==> src/rtl/mem_port_arbiter.sv <==
// Data-memory port arbiter between the MEM-stage core port and a matrix unit.
// Matrix line bursts run uninterrupted; the core is stalled while a burst owns the port.
module mem_port_arbiter #(
  parameter int unsigned STARVE_LIMIT = 4
) (
  input  logic        clk,
  input  logic        rst,
  input  logic        cpu_rd,
  input  logic        cpu_wr,
  input  logic [31:0] cpu_addr,
  input  logic [31:0] cpu_wdata,
  input  logic [2:0]  cpu_func3,
  output logic        cpu_stall,
  input  logic        mx_req,
  input  logic        mx_wr,
  input  logic [31:0] mx_base,
  input  logic [3:0]  mx_len,
  input  logic [31:0] mx_wdata,
  output logic        mx_wready,
  output logic        mx_rvalid,
  output logic [31:0] mx_rdata,
  output logic        mx_done,
  output logic [31:0] mem_addr,
  output logic [31:0] mem_wdata,
  output logic        mem_re,
  output logic        mem_we,
  output logic [1:0]  mem_byte_sel,
  input  logic [31:0] mem_rdata
);

  localparam int unsigned SLW  = $clog2(STARVE_LIMIT + 1);
  localparam int unsigned SW   = (SLW < 3) ? 3 : SLW;
  localparam int unsigned LENW = 4;

  typedef enum logic [1:0] {
    IDLE    = 2'd0,
    MX_RUN  = 2'd1,
    MX_DONE = 2'd2
  } state_t;

  state_t            state;
  state_t            state_nxt;
  logic [LENW-1:0]   beat_cnt;
  logic [SW-1:0]     starve_cnt;
  logic [31:0]       lat_base;
  logic [LENW-1:0]   lat_len;
  logic              lat_wr;

  logic              core_acc;
  logic              starve_hit;
  logic              grant;
  logic              last_beat;

  // funct3[2] (load sign extension) is the core's concern, not the memory's
  logic              unused_func3;
  assign unused_func3 = cpu_func3[2];

  assign core_acc   = cpu_rd | cpu_wr;
  assign starve_hit = (starve_cnt == SW'(STARVE_LIMIT));
  assign grant      = (state == IDLE) && mx_req && (!core_acc || starve_hit);
  assign last_beat  = (state == MX_RUN) && (beat_cnt == lat_len);

  // Next-state decode
  always_comb begin
    state_nxt = state;
    case (state)
      IDLE:    if (grant) state_nxt = MX_RUN;
      MX_RUN:  if (last_beat) state_nxt = MX_DONE;
      MX_DONE: state_nxt = IDLE;
      default: state_nxt = IDLE;
    endcase
  end

  // State, burst bookkeeping and starvation counter
  always_ff @(posedge clk or negedge rst) begin
    if (!rst) begin
      state      <= IDLE;
      beat_cnt   <= '0;
      starve_cnt <= '0;
      lat_base   <= '0;
      lat_len    <= '0;
      lat_wr     <= 1'b0;
    end else begin
      state <= state_nxt;
      case (state)
        IDLE: begin
          if (grant) begin
            lat_base   <= mx_base;
            lat_len    <= mx_len;
            lat_wr     <= mx_wr;
            beat_cnt   <= '0;
            starve_cnt <= '0;
          end else if (!mx_req) begin
            starve_cnt <= '0;
          end else if (starve_cnt != {SW{1'b1}}) begin
            starve_cnt <= starve_cnt + SW'(1);
          end
        end
        MX_RUN:  beat_cnt <= beat_cnt + LENW'(1);
        default: ;
      endcase
    end
  end

  // Port steering: core passes through except while a burst owns the memory.
  // mem_re/mem_we are gated by rst so reset blocks any access immediately.
  always_comb begin
    mem_addr     = cpu_addr;
    mem_wdata    = cpu_wdata;
    mem_re       = cpu_rd & rst;
    mem_we       = cpu_wr & rst;
    mem_byte_sel = cpu_func3[1:0];
    cpu_stall    = 1'b0;
    mx_wready    = 1'b0;
    mx_rvalid    = 1'b0;
    mx_rdata     = '0;
    mx_done      = 1'b0;
    case (state)
      MX_RUN: begin
        mem_addr     = lat_base + 32'({beat_cnt, 2'b00});
        mem_wdata    = mx_wdata;
        mem_re       = !lat_wr;
        mem_we       = lat_wr;
        mem_byte_sel = 2'b10;
        cpu_stall    = core_acc;
        mx_wready    = lat_wr;
        mx_rvalid    = !lat_wr;
        mx_rdata     = mem_rdata;
      end
      MX_DONE: mx_done = 1'b1;
      default: ;
    endcase
  end

endmodule
==> config.mk <==
export PLATFORM = sky130hd
export DESIGN_NAME = mem_port_arbiter
export DESIGN_NICKNAME = d
export VERILOG_FILES = /design/src/rtl/mem_port_arbiter.sv
export SDC_FILE = /design/constraint.sdc
export NUM_CORES = 1
export LEC_CHECK = 0
export BUFFER_PORTS_ARGS = -buffer_cell sky130_fd_sc_hd__buf_2
export CAP_MARGIN = 20
export CORE_AREA = 2 2 107 109
export CTS_CLUSTER_DIAMETER = 100
export DETAILED_ROUTE_END_ITERATION = 12
export DIE_AREA = 0 0 109 111
export PLACE_DENSITY = 0.68
export SYNTH_ARGS = -nofsm -noshare
export SYNTH_HDL_FRONTEND = slang
export SYNTH_SLANG_ARGS = --single-unit
==> constraint.sdc <==
create_clock -name clk -period 7.8 [get_ports clk]
set_clock_uncertainty 0.05 [all_clocks]
set_input_delay 1.56 -clock clk [delete_from_list [all_inputs] [get_ports clk]]
set_output_delay 1.56 -clock clk [all_outputs]
set_load 0.01 [all_outputs]
* After elaboration in Yosys (flattened, before gate mapping)
Cells that the tools add are included.
** Word-level totals
- Register bits after elaboration :: 46
- Bits of input ports :: 173
- Output and inout port bits :: 104
- Logic and storage cells :: 50
** Operators by class
- $add $sub $neg :: 3
- Equal/unequal tests :: 8
- Muxes and demuxes :: 18
- Bitwise gates (word level) :: 3
- Reductions and logical operators :: 12
** Operators with widths (number)
- 32-bit 2-to-1 mux :: 3
- 32-bit by 6-bit adder with 32-bit output :: 1
- 3-bit 2-to-1 mux :: 3
- 4-bit case mux with 2 select lines :: 1
- 2-bit AND reduction :: 4
- 1-bit 2-to-1 mux :: 6
- 2-bit 2-to-1 mux :: 3
- 4-bit by 1-bit adder with 4-bit output (second input constant) :: 1
- 4-bit equality test :: 1
- 4-bit 2-to-1 mux :: 1
- 2-bit != test (second input constant) :: 2
- 2-bit case mux with 2 select lines :: 1
- 3-bit by 1-bit adder with 3-bit output (second input constant) :: 1
- 3-bit equality test (second input constant) :: 1
- 1-bit logical AND :: 3
- 3-bit by 1-bit != test with 1-bit output (second input constant) :: 1
- 3-bit != test (second input constant) :: 1
- 1-bit AND :: 2
- 2-bit by 1-bit equality test with 1-bit output (second input constant) :: 1
- 2-bit equality test (second input constant) :: 1
- 1-bit logical NOT :: 2
- 2-bit logical NOT :: 1
- 2-bit nonzero test :: 1
- 1-bit logical OR :: 1
- 1-bit bitwise OR :: 1

* Depth between registers and ports, before layout
- Depth in word-level cells :: 6
- Depth in mapped cells :: 8
- Gate-level depth less buffers :: 7

* Worst setup path after synthesis
Ideal clock, no wire load.
- Path type :: register to output
- Start :: register beat_cnt[0]
- End :: output mem_addr[12]
- Arrival :: 2.371 ns
- Data required time :: 6.190 ns
- Slack :: 3.819 ns
- Cell stages (with the launch flop) :: 9
- Path buffers :: 1
- Cell sequence :: dfrtp_1 ha_1 fa_1 a21o_1 a21oi_1 clkbuf_1 nor3_1 xnor2_1 o21ai_0
** Between the ends
- Cells in the longest elaborated chain, start to end :: 2
** Ends and longest elaborated chain
- from (decl) :: RTL line 43 : logic [LENW-1:0] beat_cnt;
- from (signal assigned) :: RTL line 99 : MX_RUN: beat_cnt <= beat_cnt + LENW'(1);
- 32-bit by 6-bit adder with 32-bit output :: RTL line 120 : mem_addr = lat_base + 32'({beat_cnt, 2'b00});
- 32-bit 2-to-1 mux :: RTL line 118 : case (state)
- to (decl) :: RTL line 23 : output logic [31:0] mem_addr,
No other way between the ends.

* Final worst setup path
- Start :: input rst
- End :: output mem_we
** Between the ends
- Cells in the longest elaborated chain, start to end :: 2
** Ends and longest elaborated chain
- from (decl) :: RTL line 7 : input logic rst,
- 1-bit AND :: RTL line 111 : mem_we = cpu_wr & rst;
- 1-bit 2-to-1 mux :: RTL line 118
- to (decl) :: RTL line 26 : output logic mem_we,
No other way between the ends.

==> metrics.yaml <==
outcome: "finished clean"
grt_util_all_layers_pct: 19.4
viasPerCell: 4.72
core_area_um2: 11100
setup_viol: 0
wl_um: 12600
intPower_mw: 1.03
clock_latency_ns: 0.28
synth_flop_cell: "dfrtp_1"
ys_warn_count: 0
grt_pass1_vias: 3904
dp_slack_ns: 3.62
gp_congestion: 0.862
die_w_um: 109
busiest_layer: "met2"
worstPathRequired_ns: 6.19
r2r_setup_slack_ns: 5.71
placement.cell_area_um2: 5050
fin_area_um2: 5250
ant_nets: 0
async_reset_ff_share_pct: 100
routed-via-count: 4030
die_height_um: 111
met3_usage_pct: 3.35
setup-tns-final_ns: 0
synthMuxAreaShare_pct: 11.7
clock-sinks: 46
synthAdderAreaFrac_pct: 3.37
syn-cell-area_um2: 3560
crit_arrival_ns: 2.53
ys_ff_latch: 46
grt_use_met2_pct: 37.3
critical_path_class: "primary input to output pin"
leakage_nw: 2.80
max_freq_mhz: 242
post-cts-setup-buffer-count: 0
clk_pin_slew_ns: 0.06
cpMaxStageDelayCell: "buf_4"
p_clk_share_pct: 12.4
synth_edf_count: 0
tightest_slew_ns: 0.975
swShare_pct: 46.5
die_area_um2: 12100
hold_buffers: 0
cp-end-kind: "output pin"
holdPathEnd: "lat_base[1]"
met1_usage_pct: 21.7
slew_viol_final: 0
max_stage_delay_ns: 0.49
synth_fp_nets: 630
synth-simple-area-share_pct: 33.3
initialDrtViolationCount: 183
r2r_end: "beat_cnt[2]"
synth-xor-area-share_pct: 8.11
area_delta_synth_final_pct: 47.3
ff2ff_path_depth: 5
synth_cells: 448
avgSynthCellArea_um2: 7.95
relSlewSlack_pct: 35.0
ir_worst_vdd_uv: 187
regToRegStartpoint: "state[0]"
initial_core_util_pct: 32.2
min_period_ns: 4.14
worstHoldPathCells: 1
grt_overflow: 0
synth_compound_area_share_pct: 8.01
final.period_utilization_pct: 53.1
rows: 39
fin_hold_ws_ns: 0.463
startpoint_type: "primary input"
cts-resized-gates: 0
finalNetCount: 890
antenna_found_initial: 1
ys_seq_area_share_pct: 32.3
clockBufferDepth: 2
hold_class: "register to register"
crit_chain: "buf_2 > buf_4 > a31o_2 > buf_2"
fill_cells: 1120
place_hpwl_um: 10100
hold_violations: 0
combinationalPowerShare_pct: 61.8
grt_pass1_wl_um: 18900
synth_top_family_by_area: "simple AND/OR/NAND/NOR gates"
path_max_fanout: 48
firstDrtPassIters: 5
routedWlPerCell_um: 14.8
drc: 0
pwr-share-seq_pct: 25.7
drive_gt1_share_pct: 47.8
port_buffers: 275
cp_common_cell: "buf_2"
h-tree-depth: 2
root_buffer: "clkbuf_16"
worstHoldStart: "lat_base[1]"
numCtsBuffers: 5
ys_types: 42
rsz0062_at_grt: "false"
worst_slack_ns: 3.66
cap_violations: 0
netSwitchingPower_uw: 900
ioPinCount: 277
powerDensity_nw_per_um2: 369
grt_max_degree: 104
cts_tree: "yes"
[worst max-delay path: cells and delay by family]
family                 cells  cell delay (ns)
AOI/OAI and AO/OA          1             0.25
buffers and inverters      3             0.68
[layer usage]
layer	up-vias	share of wire (%)
li1	2013	-
met5	-	0
met3	16	7.0
met4	0	1.7
met2	151	52
met1	1850	39
[through the flow]
step | std cells | power (mW) | utilization, %
after floorplan | 448 | 1.25 | -
after global placement | 843 | 1.67 | 45.6
after detailed placement | 843 | 1.71 | 45.6
after CTS | 851 | 1.96 | 47.2
after global routing | 853 | 2.10 | 47.4
final | 853 | 1.93 | 47.4
[layout by cell type (no fill, tap or decap), types with 2 or more instances in the layout]
| cell type | count |
|---|---|
| a211oi_1 | 2 |
| a21o_1 | 3 |
| a21oi_1 | 4 |
| a31o_2 | 2 |
| and2_1 | 35 |
| and3_1 | 2 |
| buf_2 | 275 |
| buf_4 | 3 |
| clkbuf_16 | 5 |
| clkinvlp_4 | 2 |
| dfrtp_1 | 46 |
| ha_1 | 8 |
| inv_1 | 2 |
| mux2_2 | 37 |
| nand2_1 | 149 |
| nand3_1 | 11 |
| nand4_1 | 6 |
| nor2_1 | 11 |
| nor3_1 | 11 |
| nor4_2 | 2 |
| nor4b_2 | 2 |
| o21ai_0 | 23 |
| o21ai_1 | 11 |
| o22ai_1 | 2 |
| xnor2_1 | 26 |
| xor2_1 | 7 |
[cells by family after synthesis]
family,Yosys count
and+or+nand+nor,245
AOI/OAI and AO/OA,50
muxes,37
xor gates and xnor gates,33
DFF,46
adders and majority gates,9
buffers and inverters,28
[state kept, by name, indices dropped and copies added (netlist names)]
name        flops
beat_cnt        4
lat_wr          1
starve_cnt      3
lat_len         4
state           2
lat_base       32
[cell type report]
type                       count  area (µm²)  area share [%]
timing repair buffer         279        1420            27.0
inverter                       2        7.51           0.143
antenna                        1        2.50          0.0477
multi-input combinational    374        2320            44.2
clock buffer                   5         125            2.38
sequential                    46        1150            21.9
tap                          143         179            3.41
clock inverter                 3        45.0           0.858
[power groups by stage]
stage	logic, mW	clock network [mW]	registers (mW)
6_report	1.20	0.241	0.497
5_1_grt	1.33	0.259	0.517
4_1_cts	1.21	0.250	0.496
3_5_place_dp	1.21	0	0.501
3_3_place_gp	1.18	0	0.489
2_1_floorplan	0.788	0	0.463
[cells in the mapped netlist, drive strengths merged (3+ instances only)]
cell | instances | area, µm²
o21ai | 34 | 170
xnor2 | 26 | 228
nand3 | 12 | 60.1
nor2 | 11 | 41.3
ha | 8 | 100
a21o | 3 | 22.5
and2 | 35 | 219
clkbuf | 24 | 90.1
dfrtp | 46 | 1150
xor2 | 7 | 61.3
a21oi | 4 | 20.0
nor3 | 11 | 55.1
nor4 | 4 | 52.6
nand4 | 8 | 71.3
nor4b | 3 | 38.8
nand2 | 149 | 559
mux2 | 37 | 417
[worst max path at each step]
stage	start	end	slack (ns)	depth (start not counted)
floorplan	beat_cnt[0]	mem_addr[12]	3.82	8
global placement	rst	mem_we	3.64	4
detailed placement	rst	mem_we	3.62	4
CTS	rst	mem_we	3.62	4
global route	beat_cnt[0]	mem_addr[18]	3.42	9
finish	rst	mem_we	3.66	4
Note: power is estimated with default switching activity, not from simulation.
